## config.mk

```make
export PLATFORM = sky130hd
export DESIGN_NAME = riscv_fetch_unit
export DESIGN_NICKNAME = d
export VERILOG_FILES = /design/src/rtl/riscv_fetch_unit.sv
export SDC_FILE = /design/constraint.sdc
export NUM_CORES = 1
export LEC_CHECK = 0
export BUFFER_PORTS_ARGS = -buffer_cell sky130_fd_sc_hd__buf_2
export CAP_MARGIN = 40
export CORE_MARGIN = 4
export CORE_UTILIZATION = 30
export DETAILED_ROUTE_END_ITERATION = 16
export GPL_ROUTABILITY_DRIVEN = 1
export PLACE_DENSITY_LB_ADDON = 0.1
export SYNTH_ARGS = -nofsm -noshare
export SYNTH_HDL_FRONTEND = slang
export SYNTH_SLANG_ARGS = --single-unit
export TNS_END_PERCENT = 5
```

## constraint.sdc

```tcl
create_clock -name clk -period 5 [get_ports clk]
set_clock_uncertainty 0.2 [all_clocks]
set_input_delay 0.75 -clock clk [delete_from_list [all_inputs] [get_ports clk]]
set_output_delay 0.75 -clock clk [all_outputs]
set_load 0.005 [all_outputs]
```

## src/rtl/riscv_fetch_unit.sv

```systemverilog
// Decoupled instruction prefetch: sequential word fetches over a valid/ready channel,
// in-order responses buffered in a small queue and handed to the core as {inst, pc}.
module riscv_fetch_unit #(
    parameter int unsigned DEPTH    = 4,
    parameter logic [31:0] RESET_PC = 32'h0000_0000
) (
    input  logic        clk,
    input  logic        rst,

    output logic        imem_req_valid,
    input  logic        imem_req_ready,
    output logic [31:0] imem_req_addr,
    input  logic        imem_resp_valid,
    input  logic [31:0] imem_resp_data,

    input  logic        redirect_valid,
    input  logic [31:0] redirect_pc,

    output logic        inst_valid,
    input  logic        inst_ready,
    output logic [31:0] inst_data,
    output logic [31:0] inst_pc
);

    localparam int unsigned AW = $clog2(DEPTH);
    localparam int unsigned CW = AW + 1;
    localparam int unsigned SW = CW + 2;
    localparam logic [SW-1:0] DEPTH_S = SW'(DEPTH);

    logic [31:0]   fetch_pc_q, fetch_pc_d;
    logic [31:0]   head_pc_q,  head_pc_d;
    logic [CW-1:0] count_q,    count_d;
    logic [CW-1:0] live_q,     live_d;
    logic [CW-1:0] drop_q,     drop_d;
    logic [AW-1:0] rd_ptr_q,   rd_ptr_d;
    logic [AW-1:0] wr_ptr_q,   wr_ptr_d;
    logic [31:0]   mem_q [DEPTH];

    logic [SW-1:0] pending_sum;
    logic          credit_ok;
    logic          req_fire;
    logic          resp_drop;
    logic          resp_keep;
    logic          resp_consumed;
    logic          wr_en;
    logic          pop;
    logic [31:0]   redirect_aligned;

    // Credit counts every slot that is occupied or may still be filled by a response.
    assign pending_sum = SW'(live_q) + SW'(drop_q) + SW'(count_q);
    assign credit_ok   = (pending_sum < DEPTH_S);

    assign imem_req_valid = !rst && !redirect_valid && credit_ok;
    assign imem_req_addr  = fetch_pc_q;
    assign req_fire       = imem_req_valid && imem_req_ready;

    assign resp_drop     = imem_resp_valid && (drop_q != '0);
    assign resp_keep     = imem_resp_valid && (drop_q == '0) && (live_q != '0);
    assign resp_consumed = resp_drop || resp_keep;
    assign wr_en         = resp_keep && !redirect_valid && !rst;

    assign inst_valid = !rst && (count_q != '0);
    assign inst_data  = mem_q[rd_ptr_q];
    assign inst_pc    = head_pc_q;
    assign pop        = inst_valid && inst_ready && !redirect_valid;

    assign redirect_aligned = redirect_pc & 32'hFFFF_FFFC;

    always_comb begin
        fetch_pc_d = fetch_pc_q;
        head_pc_d  = head_pc_q;
        count_d    = count_q;
        live_d     = live_q;
        drop_d     = drop_q;
        rd_ptr_d   = rd_ptr_q;
        wr_ptr_d   = wr_ptr_q;

        if (redirect_valid) begin
            // Everything still in flight becomes stale; a response landing now is already gone.
            fetch_pc_d = redirect_aligned;
            head_pc_d  = redirect_aligned;
            count_d    = '0;
            live_d     = '0;
            rd_ptr_d   = '0;
            wr_ptr_d   = '0;
            drop_d     = drop_q + live_q - CW'(resp_consumed);
        end else begin
            if (req_fire) begin
                fetch_pc_d = fetch_pc_q + 32'd4;
            end
            if (resp_drop) begin
                drop_d = drop_q - CW'(1);
            end
            if (pop) begin
                head_pc_d = head_pc_q + 32'd4;
                rd_ptr_d  = rd_ptr_q + AW'(1);
            end
            if (wr_en) begin
                wr_ptr_d = wr_ptr_q + AW'(1);
            end
            live_d  = live_q + CW'(req_fire) - CW'(wr_en);
            count_d = count_q + CW'(wr_en) - CW'(pop);
        end
    end

    always_ff @(posedge clk) begin
        if (rst) begin
            fetch_pc_q <= RESET_PC;
            head_pc_q  <= RESET_PC;
            count_q    <= '0;
            live_q     <= '0;
            drop_q     <= '0;
            rd_ptr_q   <= '0;
            wr_ptr_q   <= '0;
        end else begin
            fetch_pc_q <= fetch_pc_d;
            head_pc_q  <= head_pc_d;
            count_q    <= count_d;
            live_q     <= live_d;
            drop_q     <= drop_d;
            rd_ptr_q   <= rd_ptr_d;
            wr_ptr_q   <= wr_ptr_d;
        end
    end

    // Queue storage carries no reset; validity is tracked by count_q alone.
    always_ff @(posedge clk) begin
        if (wr_en) begin
            mem_q[wr_ptr_q] <= imem_resp_data;
        end
    end

`ifndef SYNTHESIS
    a_credit_bound : assert property (@(posedge clk) disable iff (rst)
        pending_sum <= DEPTH_S);
    a_no_orphan_resp : assert property (@(posedge clk) disable iff (rst)
        imem_resp_valid |-> (live_q != '0 || drop_q != '0));
`endif

endmodule

```

# == Word level (Yosys, flattened, before mapping) ==
# Memory sizes are Yosys's and may differ from the RTL's. A register that Yosys moved wholly into a read port is not among the register bits.
# Index checks and enable logic that the tools add are counted.
# Widths: inputs -> output; s select.
# word_totals
ff_bits,77
latchBits,0
ram_bits,128
romBits,0
output_inout_bits,98
elab_cells,56
n_memories,1
# op_classes
add_sub_neg,13
multipliers,0
n_div,0
n_lt_le_gt_ge,1
n_eq_ne,0
shifts,0
muxes,10
bitwise_logic,0
reduce_logical,22
# memory_table
memory,depth,width,read_ports,rd_ports_with_merged_regs,wr,line_no,source
mem_q,4,32,1,1,1,37,logic [31:0] mem_q [DEPTH];
# ops
cell,count
$mux 32,4
$add 32x3->32 const B,2
$logic_and 1x1->1,11
$reduce_bool 3->1,3
$sub 3x1->3,3
$add 3x1->3,2
$mux 3,2
$reduce_bool 2->1,3
$add 4x3->5,1
$lt 5x3->1 const B,1
$add 2x1->2 const B,2
$add 3x3->4,1
$mux 2,2
$add 3x3->3,1
$logic_not 3->1,1
$sub 3x1->3 const B,1
$logic_not 1->1,2
$mux 1,2
$reduce_or 2->1,1
$logic_or 1x1->1,1

# == Logic depth before layout (Yosys ltp) ==
# Gate-level depths: netlist (run 1).
# depth
depth_word,7
depth_mapped,15
depth_no_buf,15

# == Worst setup path after synthesis (run 1) ==
# Ideal clock, no wire load.
# synth_path
kind,register to register
from,register count_q[1]
to,register live_q[2]
setup_ns,0.127
t_arrival_ns,3.486
required_time_ns,4.673
slack_ns,1.186
path_stages_with_launch,16
path_buffers,0
synth_period_minus_slack_ns,3.814
cell_sequence,dfxtp_1 > inv_1 > fa_1 > nor2_1 > fa_1 > nand2b_1 > a211o_1 > nor2_1 > inv_2 > ha_1 > inv_1 > ha_1 > fa_1 > xnor2_1 > xnor2_1 > nor2_1
# synth_between
elab_chain_cells,6
# synth_lines
element,line_no,source
from (decl),32,"logic [CW-1:0] count_q, count_d;"
from (signal assigned),118,count_q <= count_d;
$add 4x3->5,50,assign pending_sum = SW'(live_q) + SW'(drop_q) + SW'(count_q);
$lt 5x3->1,51,assign credit_ok = (pending_sum < DEPTH_S);
$logic_and 1x1->1,53,assign imem_req_valid = !rst && !redirect_valid && credit_ok;
$logic_and 1x1->1,55,assign req_fire = imem_req_valid && imem_req_ready;
$add 3x1->3,101,live_d = live_q + CW'(req_fire) - CW'(wr_en);
$sub 3x1->3,101,
to (signal assigned),119,live_q <= live_d;
to (decl),33,"logic [CW-1:0] live_q, live_d;"
# No other way between the ends.
# A chain may end at the register's enable or synchronous reset.

# == Worst setup path in the final report (run 1) ==
# Same ends and word-level chain as after synthesis.

==> reports/qor.csv, run 1 <==
metric,value,unit
cts_htree_levels,1,
worst_slew_pin_slew,0.710,ns
slew_headroom,52.2,%
crit_path_max_fanout,9,
grt_usage,14.4,%
multi_input_area,3440,um^2
hold_end,mem_q[2][20]$_DFFE_PP_,
cpMaxStageDelayCell,fa_1,
dr_total_vias,6277,
regArea,5350,um^2
syn2layout_area_growth,22.7,%
cts_root_buffer,clkbuf_16,
fp.dieArea,33000,um^2
worstPathCellList,inv_1 > fa_1 > nor2_1 > fa_1 > nand2b_1 > a211o_1 > nor2_1 > inv_2 > ha_1 > inv_1 > ha_1 > fa_1 > xnor2_1 > xnor2_1 > nor2_1,
grt_max_degree,60,
antenna_found_initial,0,
antenna_left,0,
port_buffers,161,
clock_latency,0.50,ns
ys_seq_area_share,59.0,%
n_fill_cell,2947,
whs,0.265,ns
fin_crit_sh,81.9,%
firstDrtPassIters,4,
netSwitchingFraction,23.7,%
die_w,182,um
yosysWarnings,0,
final_common_cell,buf_2,
p_clk_share,43.5,%
ys_ff_latch,203,
finalSetupViolCount,0,
overflow,0,
r2r_end,live_q[2]$_SDFF_PP0_,
p_sw,0.000945,W
share_seq_of_total_power,47.1,%
worstHoldStart,imem_resp_data[20],
tritoncts,built,
drtIter0Drc,292,
cts.sinks,203,
cts_buffers,23,
slowest_delay,0.65,ns
fin_setup_tns,0,ns
core,29700,um^2
cts.path.max_buffers,3,
layout_common_cells,"161 x buf_2, 128 x edfxtp_1, 74 x dfxtp_1, 48 x nand2_1, 39 x nor2_1",
first_global_vias,6414,
rsz0062_at_grt,false,
synthFlopType,edfxtp_1,
r2r_cells,15,
finalWeightedCongestion,0.787,
synth_cell_types,64,
vias_per_cell,4.90,
drt_drc_violations_left,0,
rr_startpoint,count_q[1]$_SDFF_PP0_,
syn_avg_cell_area,12.9,um^2
cp-start-kind,flip-flop,
ir_drop,194,uV
hold_viol_final,0,
period_needed,4.09,ns
cts_setup_buffers,0,
postLayoutCoreUtil,37.4,%
hpwl,16800,um
post_cts_resized,0,
finalNetCount,966,
critPathKind,reg -> reg,
outcome,"finished, final reports clean",
grt_pass1_wl,38000,um
syn_area,9060,um^2
cp.required,5.18,ns
dp_slack,0.913,ns
crit_buf_inv,3,
finalWirelength,24500,um
internal_power,0.00304,W
start_util,30.5,%
maxSlewViolCount,0,
critical_path_arrival,4.27,ns
drive_gt1_share,29.1,%
p_comb_share,9.4,%
synth_enable_flop_cells,128,
ios,168,
hold_path.class,in -> reg,
syn_inst,705,
critical_path.top_delay_family,adder cells,
die_h,182,um
fmax,244,MHz
hold_buffers,0,
maxCapViolCount,0,
post_drt_wl_per_cell,19.1,um
p_leak,3.94,nW
regToRegSetupSlack,0.91,ns
layout_setup_ws,0.905,ns
endpoint_kind,flip-flop,
rows,63,
clk_pin_slew,0.06,ns
async_flop_share,0,%
hold-path-cell-count,1,
power_density,358,nW/um^2
## synth_stat cells (all sizes together) (6+ instances only)
| cell type | n | area (um^2) |
|---|---|---|
| a21oi | 25 | 125 |
| nand3 | 24 | 125 |
| inv | 33 | 124 |
| or4 | 6 | 45.0 |
| xor2 | 15 | 131 |
| nand2 | 48 | 180 |
| nor4 | 21 | 144 |
| nor3 | 14 | 75.1 |
| a211oi | 15 | 125 |
| and2 | 9 | 56.3 |
| and4 | 6 | 52.6 |
| a31oi | 9 | 56.3 |
| a21boi | 10 | 75.1 |
| o21a | 10 | 75.1 |
| clkbuf | 23 | 86.3 |
| edfxtp | 128 | 3840 |
| nand4 | 21 | 131 |
| nor2 | 39 | 146 |
| mux4 | 32 | 721 |
| and3 | 9 | 56.3 |
| o21ai | 11 | 55.1 |
| buf | 14 | 71.3 |
| fa | 6 | 120 |
| dfxtp | 75 | 1500 |
| xnor2 | 26 | 228 |
| ha | 17 | 213 |
| o31a | 8 | 70.1 |
## layout make-up
| type | instances | area share (%) |
|---|---|---|
| Sequential cell | 203 | 48.1 |
| Multi-Input combinational cell | 434 | 31.0 |
| Timing Repair Buffer | 177 | 8.41 |
| Clock buffer | 24 | 5.21 |
| Tap cell | 390 | 4.39 |
| Clock inverter | 17 | 1.79 |
| Inverter | 34 | 1.15 |
| Antenna cell | 1 | 0.0225 |
## stage by stage
step	instances	instance area, um^2	total power [W]
2_1_floorplan	708	9070	0.00213
3_3_place_gp	1235	10300	0.00229
3_5_place_dp	1238	10300	0.00229
4_1_cts	1279	11100	0.00405
5_1_grt	1279	11100	0.00418
6_report	1280	11100	0.00399
## sequential cells by signal (all words and copies together), names as in the netlist, named ones only
register,cells
rd_ptr_q,2
inst_pc,30
mem_q,128
imem_req_addr,30
live_q,3
count_q,3
wr_ptr_q,2
drop_q,3
## power groups by stage
stage                     combinational, W  sequential (W)  clock (W)
after floorplan                   0.000232         0.00190          0
after global placement            0.000375         0.00191          0
after detailed placement          0.000376         0.00191          0
after CTS                         0.000382         0.00188    0.00179
after global routing              0.000427         0.00188    0.00187
final                             0.000375         0.00188    0.00174
## worst reg2reg max path: stages, from the launching register on
cell	delay, ns
dfxtp_1	0.43
inv_1	0.11
fa_1	0.65
nor2_1	0.08
fa_1	0.37
nand2b_1	0.20
a211o_1	0.34
nor2_1	0.18
inv_2	0.14
ha_1	0.29
inv_1	0.04
ha_1	0.18
fa_1	0.39
xnor2_1	0.19
xnor2_1	0.13
nor2_1	0.05
## logic make-up (layout without fill, tap and decap cells)
group	Yosys count	count (layout)	share of synthesized area, %
adders and majority gates	23	23	3.67
AOI/OAI and AO/OA	115	115	9.07
muxes	38	38	8.63
and+or+nand+nor	213	213	12.5
DFF	203	203	59.0
other	1	5	0.0414
xor gates and xnor gates	41	41	3.96
buffers and inverters	71	252	3.15
## per-layer routing
layer	share of wire (%)	GRT usage (%)
met3	6.0	2.90
met2	47	23.4
met4	1.6	3.06
met1	45	20.0
met5	0	0
## worst max path at each step
stage                     depth (start not counted)              endpoint             startpoint  slack, ns
after floorplan                                  15  live_q[2]$_SDFF_PP0_  count_q[1]$_SDFF_PP0_       1.19
after global placement                           15  live_q[2]$_SDFF_PP0_  count_q[1]$_SDFF_PP0_       0.93
after detailed placement                         15  live_q[2]$_SDFF_PP0_  count_q[1]$_SDFF_PP0_       0.91
after CTS                                        15  live_q[2]$_SDFF_PP0_  count_q[1]$_SDFF_PP0_       0.87
after global routing                             15  live_q[2]$_SDFF_PP0_  count_q[1]$_SDFF_PP0_       0.68
final                                            15  live_q[2]$_SDFF_PP0_  count_q[1]$_SDFF_PP0_       0.91
Note: power is estimated with default switching activity, not from simulation.
==> run 2, diff against run 1 <==
--- a/config.mk
+++ b/config.mk
@@ -5,6 +5,7 @@
 export SDC_FILE = /design/constraint.sdc
 export NUM_CORES = 1
 export LEC_CHECK = 0
+export ABC_AREA = 1
 export BUFFER_PORTS_ARGS = -buffer_cell sky130_fd_sc_hd__buf_2
 export CAP_MARGIN = 40
 export CORE_MARGIN = 4
==> constraint.sdc (replaced) <==
create_clock -name clk -period 4.3 [get_ports clk]
set_clock_uncertainty 0.2 [all_clocks]
set_input_delay 0.645 -clock clk [delete_from_list [all_inputs] [get_ports clk]]
set_output_delay 0.645 -clock clk [all_outputs]
set_load 0.005 [all_outputs]
==> reports/qor.csv, run 2 <==
metric,value,unit,change
critical_path.top_delay_family,adder cells,,
cts_root_buffer,clkbuf_16,,
finalNetCount,1398,,+45%
port_buffers,161,,unchanged
die_h,190,um,+4.6%
grt_usage,16.4,%,+2.1 points
synth_most_common_cell,nand2_1,,
ys_seq_area_share,53.7,%,-5.3 points
crit_path_max_fanout,4,,-5
n_fill_cell,3422,,+16%
worst_slew_pin_slew,0.796,ns,+0.0861 ns
post_drt_wl_per_cell,17.0,um,-11%
hold_viol_final,0,,unchanged
finalSetupViolCount,0,,unchanged
critical_path_arrival,2.85,ns,-1.42 ns
grtUsageMet2,28.4,%,+5.0 points
p_leak,4.76,nW,+21%
syn_area,9950,um^2,+9.8%
rows,66,,+4.8%
largest-register,mem_q,,
die_w,190,um,+4.6%
async_flop_share,0,%,unchanged
synth_common_cells,"263 x nand2_1, 152 x nor2_1, 128 x edfxtp_1",,
clk_pin_slew,0.06,ns,about the same
clock_latency,0.53,ns,+0.03 ns
ys_ff_latch,203,,unchanged
worstPathCellList,inv_1 > fa_1 > a21oi_1 > fa_1 > a211oi_4 > nand2_1 > inv_1 > buf_2,,
syn_inst,1146,,+63%
first_global_vias,8207,,+28%
grt.met1_usage,20.8,%,+0.82 points
use_met3,3.89,%,+0.99 points
hpwl,20900,um,+24%
start_util,30.5,%,about the same
grt.busiest_layer,met2,,
cpMaxStageDelayCell,fa_1,,
fin_setup_tns,0,ns,unchanged
cp.required,3.45,ns,-1.73 ns
ir_drop,275,uV,+42%
tritoncts,built,,
finalWeightedCongestion,0.847,,+7.7%
post_cts_resized,0,,unchanged
yosysWarnings,0,,unchanged
drive_gt1_share,19.6,%,-9.5 points
rsz0062_at_grt,false,,
endpoint_kind,primary output,,
fmax,271,MHz,
maxCapViolCount,0,,unchanged
cts.path.max_buffers,3,,unchanged
synthFlopType,edfxtp_1,,
ios,168,,unchanged
maxSlewViolCount,0,,unchanged
cts_htree_levels,1,,unchanged
largest_reg_flops,128,,unchanged
slew_headroom,46.9,%,-5.4 points
syn_avg_cell_area,8.68,um^2,-32%
fp.dieArea,36100,um^2,+9.4%
vias_per_cell,4.64,,-5.4%
power_density,394,nW/um^2,+9.8%
drtIter0Drc,351,,+20%
synthTopCellsByArea,"edfxtp_1 39%, dfxtp_1 15%, nand2_1 9.9%",,
crit_buf_inv,3,,unchanged
cts_setup_buffers,0,,unchanged
antenna_left,0,,unchanged
synth_cell_types,44,,-31%
synth_enable_flop_cells,128,,unchanged
syn2layout_area_growth,22.0,%,
synth_top_area_share,38.6,%,-3.8 points
antenna_found_initial,5,,+5
layout_setup_ws,0.604,ns,-0.302 ns
hold_buffers,0,,unchanged
layout_common_cells,"263 x nand2_1, 161 x buf_2, 148 x nor2_1, 128 x edfxtp_1, 97 x inv_1",,
firstDrtPassIters,5,,+1
cts.sinks,203,,unchanged
period_needed,3.70,ns,
yosys.area.top_type,edfxtp_1,,
grt_pass1_wl,46900,um,+23%
fin_crit_sh,86.0,%,
dp_slack,0.655,ns,-0.258 ns
core,32600,um^2,+9.8%
finalWirelength,30100,um,+23%
regToRegSetupSlack,0.64,ns,-0.27 ns
grt_max_degree,65,,+8.3%
dr_total_vias,8205,,+31%
cp-start-kind,flip-flop,,
critPathKind,reg -> out,,
final_common_cell,nand2_1,,
hold_path.class,in -> reg,,
outcome,"finished, final reports clean",,
slowest_delay,0.49,ns,-0.16 ns
drt_drc_violations_left,0,,unchanged
overflow,0,,unchanged
cts_buffers,26,,+13%
==> run 2: cell count changes after synthesis, sizes merged, moves of 31 or more <==
| cell | previous run | this run |
|---|---|---|
| mux4 | 32 | 0 |
| o22ai | 2 | 33 |
| nand2 | 48 | 269 |
| nand3 | 24 | 67 |
| inv | 33 | 100 |
| nor2 | 39 | 167 |
| o21ai | 11 | 104 |
==> run 2: path summary, 6_finish.rpt <==
kind	startpoint	to	depth (start not counted)
worst max register to register	count_q[1]$_SDFF_PP0_	live_q[2]$_SDFF_PP0_	13
worst min register to register	wr_ptr_q[0]$_SDFFE_PP0P_	wr_ptr_q[0]$_SDFFE_PP0P_	1
worst min-delay path	imem_resp_data[7]	mem_q[0][7]$_DFFE_PP_	1
worst max-delay path	count_q[1]$_SDFF_PP0_	imem_req_valid	8
==> run 2: final cells by class <==
type / count / area, um^2 / area share (%)
inverter: 102 / 389 / 3.21
tap: 442 / 553 / 4.56
sequential: 203 / 5350 / 44.1
antenna: 2 / 5.00 / 0.0412
timing repair buffer: 176 / 918 / 7.57
clock buffer: 28 / 668 / 5.51
clock inverter: 20 / 238 / 1.96
multi-input combinational: 796 / 4020 / 33.1
==> run 2: power by group <==
| part | internal [W] | switching [W] | total [W] | leakage, nW |
|---|---|---|---|---|
| clock | 0.00142 | 0.000851 | 0.00227 | 0.450 |
| combinational | 0.000133 | 0.000203 | 0.000337 | 2.54 |
| sequential | 0.00211 | 0.0000587 | 0.00217 | 1.77 |
==> run 2: kinds of logic (layout without fill, tap and decap cells) <==
group / after synthesis / after routing / synth area share [%]
compound gates: 213 / 213 / 11.7
xor+xnor: 23 / 23 / 2.02
fa+ha+maj: 23 / 23 / 3.35
buf+inv: 150 / 326 / 6.33
flops: 203 / 203 / 53.7
other cells: 1 / 6 / 0.0377
simple gates: 533 / 533 / 22.8
==> run 2: routing by layer <==
layer	routed length [um]	share of wire, %	vias to the layer above
li1	-	-	4152
met1	13200	44	3838
met2	14500	48	169
met3	1680	5.6	40
met4	717	2.4	6
met5	37	0.12	-
==> run 2: stage by stage <==
step	instance area [um^2]	hold slack, ns	utilization [%]	power, W	std cells
after global routing	12100	0.111	37.2	0.00498	1769
final	12100	0.131	37.2	0.00478	1769
after floorplan	9960	0.263	-	0.00239	1149
after global placement	11200	0.288	34.4	0.00255	1719
after CTS	12100	0.107	37.2	0.00485	1767
after detailed placement	11200	0.296	34.4	0.00255	1719
